[config.mk]
export PLATFORM = sky130hd
export DESIGN_NAME = morse_symbol_decoder
export DESIGN_NICKNAME = d
export VERILOG_FILES = /design/src/rtl/morse_symbol_decoder.sv
export SDC_FILE = /design/constraint.sdc
export NUM_CORES = 1
export LEC_CHECK = 0
export CORE_UTILIZATION = 30
export DETAILED_ROUTE_END_ITERATION = 12
export PLACE_DENSITY = 0.54
export SETUP_SLACK_MARGIN = 0.5
export SKIP_CTS_REPAIR_TIMING = 1
export SLEW_MARGIN = 10
export SYNTH_ARGS = -nofsm -noshare
export SYNTH_HDL_FRONTEND = slang
export SYNTH_SLANG_ARGS = --single-unit
[constraint.sdc]
create_clock -name Clk -period 11 [get_ports Clk]
set_clock_uncertainty 0.15 [all_clocks]
set_input_delay 1.1 -clock Clk [delete_from_list [all_inputs] [get_ports Clk]]
set_output_delay 1.1 -clock Clk [all_outputs]
set_load 0.02 [all_outputs]
[src/rtl/morse_symbol_decoder.sv]
`default_nettype none
// ============================================================================
// Module      : morse_symbol_decoder
// Description : Collects SHORT (dot) / LONG (dash) element pulses into a
//               length-tracked shift register and, on END_CHAR, decodes the
//               (length, pattern) pair into a character code:
//               A..Z = 1..26, digits 0..9 = 27..36 (when enabled).
//               Invalid, conflicting or over-length symbols report ERROR.
// Ports       : Clk      - system clock, rising edge
//               RESET    - asynchronous active-high reset
//               SHORT    - one-cycle dot pulse
//               LONG     - one-cycle dash pulse
//               END_CHAR - one-cycle end-of-symbol pulse
//               LETTER   - registered decoded code, held between strobes
//               STROBE   - one-cycle pulse when LETTER/ERROR update
//               ERROR    - registered error flag, held between strobes
//               BUSY     - high while a symbol is partially collected
// Revision    : 1.0 - initial release
// ============================================================================
module morse_symbol_decoder #(
    parameter int MAX_LEN       = 6,
    parameter int ENABLE_DIGITS = 1,
    parameter int CODE_W        = 6
) (
    input  logic              Clk,
    input  logic              RESET,
    input  logic              SHORT,
    input  logic              LONG,
    input  logic              END_CHAR,
    output logic [CODE_W-1:0] LETTER,
    output logic              STROBE,
    output logic              ERROR,
    output logic              BUSY
);

    localparam int LEN_W = $clog2(MAX_LEN + 1);

    localparam logic [LEN_W-1:0] c_LEN_FULL = LEN_W'(MAX_LEN);
    localparam logic [LEN_W-1:0] c_LEN_ONE  = LEN_W'(1);

    localparam logic [0:0] c_ST_IDLE    = 1'b0;
    localparam logic [0:0] c_ST_COLLECT = 1'b1;

    logic [0:0]         r_state;
    logic [LEN_W-1:0]   r_len;
    logic [MAX_LEN-1:0] r_pat;
    logic               r_bad;
    logic [CODE_W-1:0]  r_letter;
    logic               r_strobe;
    logic               r_error;
    logic               r_busy;

    logic               w_elem;
    logic [LEN_W-1:0]   w_n_len;
    logic [MAX_LEN-1:0] w_n_pat;
    logic               w_n_bad;
    logic               w_fire;
    logic               w_hi_zero;
    logic [5:0]         w_code;
    logic               w_err;

    // Table lookup keyed on (length, low five pattern bits). The first
    // element received sits in the most significant of the low `l` bits.
    // A return of 0 means "no such symbol".
    function automatic logic [5:0] f_decode(input logic [LEN_W-1:0] l,
                                            input logic [4:0]       p);
        logic [5:0] c;
        c = 6'd0;
        if (l == LEN_W'(1)) begin
            case (p)
                5'b00000: c = 6'd5;   // E .
                5'b00001: c = 6'd20;  // T -
                default:  c = 6'd0;
            endcase
        end else if (l == LEN_W'(2)) begin
            case (p)
                5'b00001: c = 6'd1;   // A .-
                5'b00000: c = 6'd9;   // I ..
                5'b00011: c = 6'd13;  // M --
                5'b00010: c = 6'd14;  // N -.
                default:  c = 6'd0;
            endcase
        end else if (l == LEN_W'(3)) begin
            case (p)
                5'b00100: c = 6'd4;   // D -..
                5'b00110: c = 6'd7;   // G --.
                5'b00101: c = 6'd11;  // K -.-
                5'b00111: c = 6'd15;  // O ---
                5'b00010: c = 6'd18;  // R .-.
                5'b00000: c = 6'd19;  // S ...
                5'b00001: c = 6'd21;  // U ..-
                5'b00011: c = 6'd23;  // W .--
                default:  c = 6'd0;
            endcase
        end else if (l == LEN_W'(4)) begin
            case (p)
                5'b01000: c = 6'd2;   // B -...
                5'b01010: c = 6'd3;   // C -.-.
                5'b00010: c = 6'd6;   // F ..-.
                5'b00000: c = 6'd8;   // H ....
                5'b00111: c = 6'd10;  // J .---
                5'b00100: c = 6'd12;  // L .-..
                5'b00110: c = 6'd16;  // P .--.
                5'b01101: c = 6'd17;  // Q --.-
                5'b00001: c = 6'd22;  // V ...-
                5'b01001: c = 6'd24;  // X -..-
                5'b01011: c = 6'd25;  // Y -.--
                5'b01100: c = 6'd26;  // Z --..
                default:  c = 6'd0;
            endcase
        end else if ((l == LEN_W'(5)) && (ENABLE_DIGITS != 0)) begin
            case (p)
                5'b11111: c = 6'd27;  // 0 -----
                5'b01111: c = 6'd28;  // 1 .----
                5'b00111: c = 6'd29;  // 2 ..---
                5'b00011: c = 6'd30;  // 3 ...--
                5'b00001: c = 6'd31;  // 4 ....-
                5'b00000: c = 6'd32;  // 5 .....
                5'b10000: c = 6'd33;  // 6 -....
                5'b11000: c = 6'd34;  // 7 --...
                5'b11100: c = 6'd35;  // 8 ---..
                5'b11110: c = 6'd36;  // 9 ----.
                default:  c = 6'd0;
            endcase
        end
        return c;
    endfunction

    // Element acceptance: the symbol state after including any element
    // arriving this cycle. A simultaneous SHORT and LONG stores a dash and
    // poisons the symbol; an element beyond capacity poisons it unshifted.
    always_comb begin
        w_elem  = SHORT | LONG;
        w_n_len = r_len;
        w_n_pat = r_pat;
        w_n_bad = r_bad | (SHORT & LONG);
        if (w_elem) begin
            if (r_len == c_LEN_FULL) begin
                w_n_bad = 1'b1;
            end else begin
                w_n_pat = {r_pat[MAX_LEN-2:0], LONG};
                w_n_len = r_len + c_LEN_ONE;
            end
        end
    end

    // Pattern bits above position 4 can only be set by symbols longer than
    // five elements, which never decode; treat them as an extra guard.
    generate
        if (MAX_LEN > 5) begin : g_hi_bits
            assign w_hi_zero = ~|w_n_pat[MAX_LEN-1:5];
        end else begin : g_no_hi_bits
            assign w_hi_zero = 1'b1;
        end
    endgenerate

    assign w_code = f_decode(w_n_len, w_n_pat[4:0]);
    assign w_err  = w_n_bad | ~w_hi_zero | (w_code == 6'd0);

    // END_CHAR alone in IDLE carries no symbol and is ignored.
    assign w_fire = END_CHAR & ((r_state == c_ST_COLLECT) | w_elem);

    always_ff @(posedge Clk or posedge RESET) begin
        if (RESET) begin
            r_state  <= c_ST_IDLE;
            r_len    <= '0;
            r_pat    <= '0;
            r_bad    <= 1'b0;
            r_letter <= '0;
            r_strobe <= 1'b0;
            r_error  <= 1'b0;
            r_busy   <= 1'b0;
        end else begin
            r_strobe <= 1'b0;
            if (w_fire) begin
                r_strobe <= 1'b1;
                r_error  <= w_err;
                r_letter <= w_err ? '0 : CODE_W'(w_code);
                r_state  <= c_ST_IDLE;
                r_len    <= '0;
                r_pat    <= '0;
                r_bad    <= 1'b0;
                r_busy   <= 1'b0;
            end else begin
                r_len  <= w_n_len;
                r_pat  <= w_n_pat;
                r_bad  <= w_n_bad;
                r_busy <= (w_n_len != '0) | w_n_bad;
                if (w_elem) begin
                    r_state <= c_ST_COLLECT;
                end
            end
        end
    end

    assign LETTER = r_letter;
    assign STROBE = r_strobe;
    assign ERROR  = r_error;
    assign BUSY   = r_busy;

endmodule
`default_nettype wire

==> flow_summary.toml, run 1 <==
[sta]
worst_pin_slew_ns = 0.962
rsz0062_at_grt = "no"
clock.fmax_mhz = 212
period_minus_slack_ns = 4.72
fin_crit_sh_pct = 43.0
maxSlewViolCount = 0
relSlewSlack_pct = 35.9
whs_ns = 0.341
tns_ns = 0
setup_viol = 0
hold_viol = 0

[die]
dieArea_um2 = 5870
boundaryPins = 14
start_util_pct = 31.9
die_x_um = 76.6
core_area_um2 = 5240
rows = 26
dieHeight_um = 76.6

[synthesis]
synth_seq_cells = 20
ys.flop_type = "dfrtp_1"
synth_area_um2 = 1670
synth_seq_area_share_pct = 29.9
yosys.area.top_type = "dfrtp_1"
synth_warnings = 0
synthCells = 201
async_flop_share_pct = 100
synth-edff-count = 0
synth.distinct_cells = 47
synth_top_area_share_pct = 29.9
synth_nets = 215
ys_top_cells_by_area = "dfrtp_1 30%, ha_1 6.7%, mux2i_1 6.0%"
synth_area_per_cell_um2 = 8.32

[route]
drcViolationCount = 0
firstDrtPassIters = 6
wire_per_inst_um = 16.7
vias = 1558
routed_wirelength_mm = 4.60
first_iter_violations = 162
ant_nets = 0
avgViaCountPerCell = 5.64

[clock_tree]
clock_path_buffers = 2
cts.sinks = 20
cts.htree.levels = 1
numCtsBuffers = 3
cts_tree = "built"
clk_latency_ns = 0.27
root_buffer = "clkbuf_8"
clk_pin_slew_ns = 0.08

[worst_setup_path]
end_kind = "flop"
worstSetupStartpointType = "primary input"
path_max_fanout = 13
r2r_start = "r_len[0]"
rr_worst_depth = 12
timing.critical_path.from = "LONG"
arrival_ns = 4.74
r2r-end = "ERROR"
crit_type = "in -> reg"
cp_data_required_time_ns = 11.02
r2r_setup_slack_ns = 6.91

[pwr]
leakage_nw = 0.810
power_density_nw_per_um2 = 160
ir_worst_vdd_mv = 0.0542
power_mw = 0.307

[job]
cap_viol_max_count = 0

[global_route]
grt-ovfl-total = 0
grt_usage_pct = 16.8
antenna_found_initial = 0
grt_max_degree = 24
grt_pass1_wl_mm = 7.78
grt_pass1_vias = 1498

[finish]
area_growth_pct = 14.5
fin_nets = 221
drive_gt1_share_pct = 6.31
diodes = 0
nFillCells = 554
final_cell_area_um2 = 1910

[place]
routabilityCongestion = 0.976
hpwlAfterDp_mm = 3.30
port_buffers = 13
placed_cell_area_um2 = 1840

[min_path]
hold_end = "LETTER[4]"
min_from = "LETTER[4]"
holdPathStages = 2
hold_class = "reg -> reg"

[status]
status = "completed"
==> critical path, cell delays in order <==
cell and delay [ns]:
clkdlybuf4s50_1 0.54, o2bb2ai_1 0.82, a21boi_0 0.49, ha_1 0.44, a21boi_0 0.16, a211oi_1 0.25, o32ai_1 0.12, a222oi_1 0.30
o21ai_0 0.17, o41ai_2 0.34
==> cell families (layout without fill, tap and decap cells) <==
logic type               Yosys count  after routing  synth area share, %
AND/OR/NAND/NOR                   75             75                 21.2
multiplexers                      15             15                 10.9
buffers and inverters             21             26                 4.79
adder cells (fa/ha/maj)            9              9                 6.74
AO/OA/AOI/OAI                     60             60                 26.0
flip-flops                        20             20                 29.9
XOR/XNOR                           1              1                0.524
==> power breakdown <==
| part | switching, mW | internal, mW | total [mW] |
|---|---|---|---|
| Clock | 0.0274 | 0.0486 | 0.0760 |
| Combinational | 0.0783 | 0.0543 | 0.133 |
| Sequential | 0.0129 | 0.0853 | 0.0981 |
| Total | 0.118 | 0.188 | 0.307 |
==> state kept, by name (all words and copies together), names as in the netlist <==
register	count
LETTER	6
r_pat	6
r_len	3
BUSY	1
ERROR	1
STROBE	1
r_bad	1
r_state	1
==> cells in the final DEF (no fill, tap or decap), drive strengths merged, types with 2 or more instances in the layout <==
master and instances:
nand3 8, ha 9, o32ai 3, nor2b 3, a31oi 2, and2 2
inv 9, o21ai 14, nand2 19, o2111ai 4, a21o 2, dfrtp 20
nor3 7, a211oi 5, or3 2, nor2 23, mux2 2, a22o 4
a21oi 12, a21boi 3, nor4 3, nand4 2, mux2i 12, clkdlybuf4s50 13
nand4b 2, clkbuf 3
==> metrics by stage <==
stage               setup WS [ns]  utilization [%]  cells
finish                       6.28             36.6    276
global route                 6.08             36.6    276
CTS                          6.36             36.6    276
detailed placement           6.07             35.2    272
global placement             6.21             35.2    272
floorplan                    7.11                -    201
==> layout make-up <==
cell class | instances | area (um^2) | share of cell area (%)
inverter | 9 | 33.8 | 1.76
clock buffer | 3 | 41.3 | 2.16
tap | 70 | 87.6 | 4.58
clock inverter | 1 | 30.0 | 1.57
multi-input combinational | 160 | 1090 | 57.0
timing repair buffer | 13 | 130 | 6.80
sequential | 20 | 500 | 26.1
==> cells in the mapped netlist (all sizes together), types with 2 or more instances <==
library cell and n:
nand4b 2, and2 2, a31oi 2, nand3 8, inv 9, a21o 2
o21ai 14, a21oi 12, a22o 4, buf 5, or3 2, nand2 19
mux2i 12, nor2 23, o32ai 3, dfrtp 20, a211oi 5, nor4 3
clkbuf 7, nor3 7, mux2 2, nand4 2, o2111ai 4, a21boi 3
ha 9, nor2b 3
==> routing by layer <==
layer	track usage [%]	vias to the layer above	wire length (um)	share of wire (%)
met1	23.6	734	2260	49
li1	-	750	-	-
met4	9.23	0	159	3.5
met3	3.47	14	237	5.2
met5	0	-	0	0
met2	23.7	60	1940	42
==> worst max-delay path by stage <==
stage	to	slack, ns	cells past startpoint
after floorplan	ERROR	7.11	12
after global placement	ERROR	6.21	10
after detailed placement	ERROR	6.07	10
after CTS	ERROR	6.36	10
after global routing	ERROR	6.08	10
final	ERROR	6.28	10
No activity file was read; power rests on OpenSTA's default activity.
==> run 2: changes to the inputs <==
- PLACE_DENSITY: 0.54 -> 0.55
- clock period: 11 -> 4.1 ns (I/O delays scaled with it)
==> flow_summary.toml, run 2 (same netlist as run 1, synthesis figures left out) <==
[route]
routed_wirelength_mm = 4.43
firstDrtPassIters = 4
vias = 1578
avgViaCountPerCell = 5.60
first_iter_violations = 126
drcViolationCount = 0
ant_nets = 0
wire_per_inst_um = 15.7

[die]
rows = 26
core_area_um2 = 5240
boundaryPins = 14
start_util_pct = 31.9
die_x_um = 76.6
dieArea_um2 = 5870
dieHeight_um = 76.6

[clock_tree]
clock_path_buffers = 2
clk_latency_ns = 0.26
cts.sinks = 20
root_buffer = "clkbuf_8"
numCtsBuffers = 3
cts_tree = "built"
cts.htree.levels = 1
clk_pin_slew_ns = 0.08

[pwr]
ir_worst_vdd_mv = 0.199
leakage_nw = 0.841
power_density_nw_per_um2 = 398

[place]
routabilityCongestion = 0.931
port_buffers = 13
hpwlAfterDp_mm = 3.25
placed_cell_area_um2 = 1890
dp_slack_ns = 0.389

[worst_setup_path]
path_cells = "inv_1 > ha_1 > o2bb2ai_1 > a21boi_4 > inv_1 > ha_1 > nor2b_1 > mux2i_1 > o32ai_1 > a222oi_1 > o21ai_0 > o41ai_2"
critPathBufInv = 2
path_max_fanout = 8
cp_data_required_time_ns = 4.10
cp_top_family = "compound AO/OA/AOI/OAI gates"
worstSetupStartpointType = "flop"
critPathSlowestCell = "dfrtp_1"
crit_type = "reg -> reg"
end_kind = "flop"
arrival_ns = 3.34
critPathMaxStageDelay_ns = 0.49

[sta]
hold_viol = 0
fin_crit_sh_pct = 81.5
rsz0062_at_grt = "no"
setup_viol = 0
tns_ns = 0
relSlewSlack_pct = 46.5
worst_pin_slew_ns = 0.797
period_minus_slack_ns = 3.34
whs_ns = 0.329
clock.fmax_mhz = 299
maxSlewViolCount = 0
worst_slack_ns = 0.759

[finish]
area_growth_pct = 17.0
mostFrequentLayoutCell = "nor2_1"
diodes = 0
nFillCells = 542
drive_gt1_share_pct = 9.91
utilization_pct = 37.3
most-common-layout-cells = "23 x nor2_1, 20 x dfrtp_1, 19 x nand2_1"
fin_nets = 227
final_cell_area_um2 = 1960

[global_route]
grt_util_met1_pct = 23.5
grt_pass1_vias = 1473
grt.met2_usage_pct = 24.1
antenna_found_initial = 0
grt_pass1_wl_mm = 7.55
grt-ovfl-total = 0
top_usage_layer = "met2"
grt_usage_pct = 15.9
grt_use_met3_pct = 3.23
grt_max_degree = 24

[min_path]
hold_class = "reg -> reg"

[job]
cap_viol_max_count = 0

[status]
status = "completed"
-- run 2: cell count changes in the layout (fill, tap and decap cells not counted), sizes merged --
| cell | delta |
|---|---|
| bufinv | -1 |
| buf | +6 |
| clkbuf | +1 |
-- run 2: final cells by class --
type / count / area (um^2) / area share [%]
repair buffers: 19 / 175 / 8.96
well taps: 70 / 87.6 / 4.48
inverters: 9 / 33.8 / 1.73
flip-flops and latches: 20 / 500 / 25.6
multi-input cells: 160 / 1100 / 56.4
clock buffers: 4 / 55.1 / 2.82
-- run 2: power by group --
| part | switching (mW) | internal, mW | leakage (nW) |
|---|---|---|---|
| combinational | 0.209 | 0.155 | 0.552 |
| sequential | 0.0355 | 0.229 | 0.260 |
| clock | 0.0633 | 0.0854 | 0.0288 |
-- run 2: layer usage --
metal  wire length (um)  part of all wire (%)
met1               2100                    47
met2               2000                    45
met3                257                   5.8
met4                 66                   1.5
met5                  0                     0
-- run 2: path summary, 6_finish.rpt --
kind | start | endpoint | slack (ns) | cells after the start
worst min-delay path | LETTER[2] | LETTER[2] | 0.33 | 1
worst max-delay path | r_len[0] | ERROR | 0.76 | 12
max in group asynchronous | RESET | r_pat[2] | 2.88 | 2
worst min register to register | LETTER[2] | LETTER[2] | 0.33 | 1
min in group asynchronous | RESET | r_bad | 0.44 | 2
worst max register to register | r_len[0] | ERROR | 0.76 | 12
-- run 2: per-stage QoR --
| step | power, mW | instances |
|---|---|---|
| floorplan | 0.507 | 201 |
| global placement | 0.637 | 278 |
| detailed placement | 0.625 | 278 |
| CTS | 0.778 | 282 |
| global route | 0.838 | 282 |
| finish | 0.778 | 282 |
==> run 3: changes to the inputs <==
- PLACE_DENSITY: 0.55 -> 0.54
- clock period: 4.1 -> 3.4 ns (I/O delays scaled with it)
==> flow_summary.toml, run 3 (same netlist as run 1, synthesis figures left out) <==
[finish]
layout.cells.non_filler = 301
fin_nets = 247
final_cell_area_um2 = 2230
area_growth_pct = 33.7
diodes = 0
drive_gt1_share_pct = 26.4
most-common-layout-cells = "23 x nor2_1, 23 x buf_4, 19 x dfrtp_1"

[die]
rows = 26
dieArea_um2 = 5870
die_x_um = 76.6
core_area_um2 = 5240
boundaryPins = 14
start_util_pct = 31.9
dieHeight_um = 76.6

[place]
placed_cell_area_um2 = 2030
routabilityCongestion = 0.894
port_buffers = 13
hpwlAfterDp_mm = 3.45
dp.cells = 287

[route]
routed_wirelength_mm = 4.73
vias = 1652
wire_per_inst_um = 15.7
avgViaCountPerCell = 5.49
firstDrtPassIters = 4
drcViolationCount = 0
ant_nets = 0
first_iter_violations = 82

[clock_tree]
cts_tree = "built"
numCtsBuffers = 3
cts.sinks = 20
cts.htree.levels = 1
clk_pin_slew_ns = 0.07
clk_latency_ns = 0.25
root_buffer = "clkbuf_8"
clock_path_buffers = 2

[worst_setup_path]
end_kind = "flop"
arrival_ns = 2.85
path_max_fanout = 5
r2r_start = "r_len[0]"
timing.critical_path.from = "r_len[0]"
worstSetupStartpointType = "flop"
cp_data_required_time_ns = 3.39
crit_type = "reg -> reg"

[sta]
tns_ns = 0
setup_viol = 0
clock.fmax_mhz = 350
worst_pin_slew_ns = 0.816
period_minus_slack_ns = 2.86
relSlewSlack_pct = 45.6
whs_ns = 0.339
maxSlewViolCount = 0
rsz0062_at_grt = "yes"
fin_crit_sh_pct = 84.0
hold_viol = 0

[global_route]
grt-ovfl-total = 0
grt_usage_pct = 16.0
grt_pass1_vias = 1552
grt_max_degree = 24
antenna_found_initial = 0
grt_pass1_wl_mm = 7.65

[min_path]
hold_class = "reg -> reg"
min_from = "LETTER[5]"

[status]
status = "completed"

[pwr]
leakage_nw = 0.953
ir_worst_vdd_mv = 0.364
power_density_nw_per_um2 = 454
power_mw = 1.01

[job]
cap_viol_max_count = 0
-- run 3: cell count changes in the layout (fill, tap and decap cells not counted), sizes merged --
cell           delta
mux2i             +1
buf              +19
clkdlybuf4s50     -2
clkbuf            -1
dlymetal6s2s      +2
-- run 3: final timing paths --
check | cells past startpoint | slack [ns] | end
hold reg to reg | 2 | 0.34 | LETTER[5]
hold / removal | 2 | 0.34 | LETTER[5]
setup reg to reg | 13 | 0.54 | LETTER[0]
min in group asynchronous | 2 | 0.37 | r_pat[5]
max in group asynchronous | 2 | 2.21 | r_len[0]
setup / recovery | 13 | 0.54 | LETTER[0]
-- run 3: metrics by stage --
stage	utilization, %	setup slack (ns)
after floorplan	-	0.513
after global placement	38.8	0.0572
after detailed placement	38.8	0.0475
after CTS	39.6	0.270
after global routing	42.7	0.456
final	42.7	0.543
-- run 3: metal layers --
metal  global-route usage (%)  vias up  wire length (um)
met1                     23.5      788              2280
met5                        0        -                 0
met3                     3.23        4               238
met2                     24.3       53              2150
li1                         -      807                 -
met4                     2.50        0                57
-- run 3: worst max-delay path, cell delays in order (launching register included) --
cell and delay (ns):
dfrtp_2 0.43, inv_4 0.05, ha_4 0.18, a2bb2oi_4 0.19, nand2_2 0.07, a21boi_4 0.16
buf_6 0.13, ha_4 0.15, a21boi_1 0.13, a211oi_2 0.22, o32ai_1 0.11, a222oi_1 0.44
o21ai_2 0.12, a22o_1 0.20
-- run 3: where the power goes --
group          switching (mW)  internal (mW)  total, mW
Combinational           0.292          0.253      0.545
Clock                  0.0730         0.0788      0.152
Sequential             0.0400          0.277      0.317
Total                   0.405          0.609       1.01
-- run 3: layout make-up --
cell class,count,area [um^2]
Fill cell,509,3000
Multi-Input combinational cell,161,1230
Inverter,9,36.3
Clock buffer,3,41.3
Timing Repair Buffer,38,339
Tap cell,70,87.6
Sequential cell,20,502
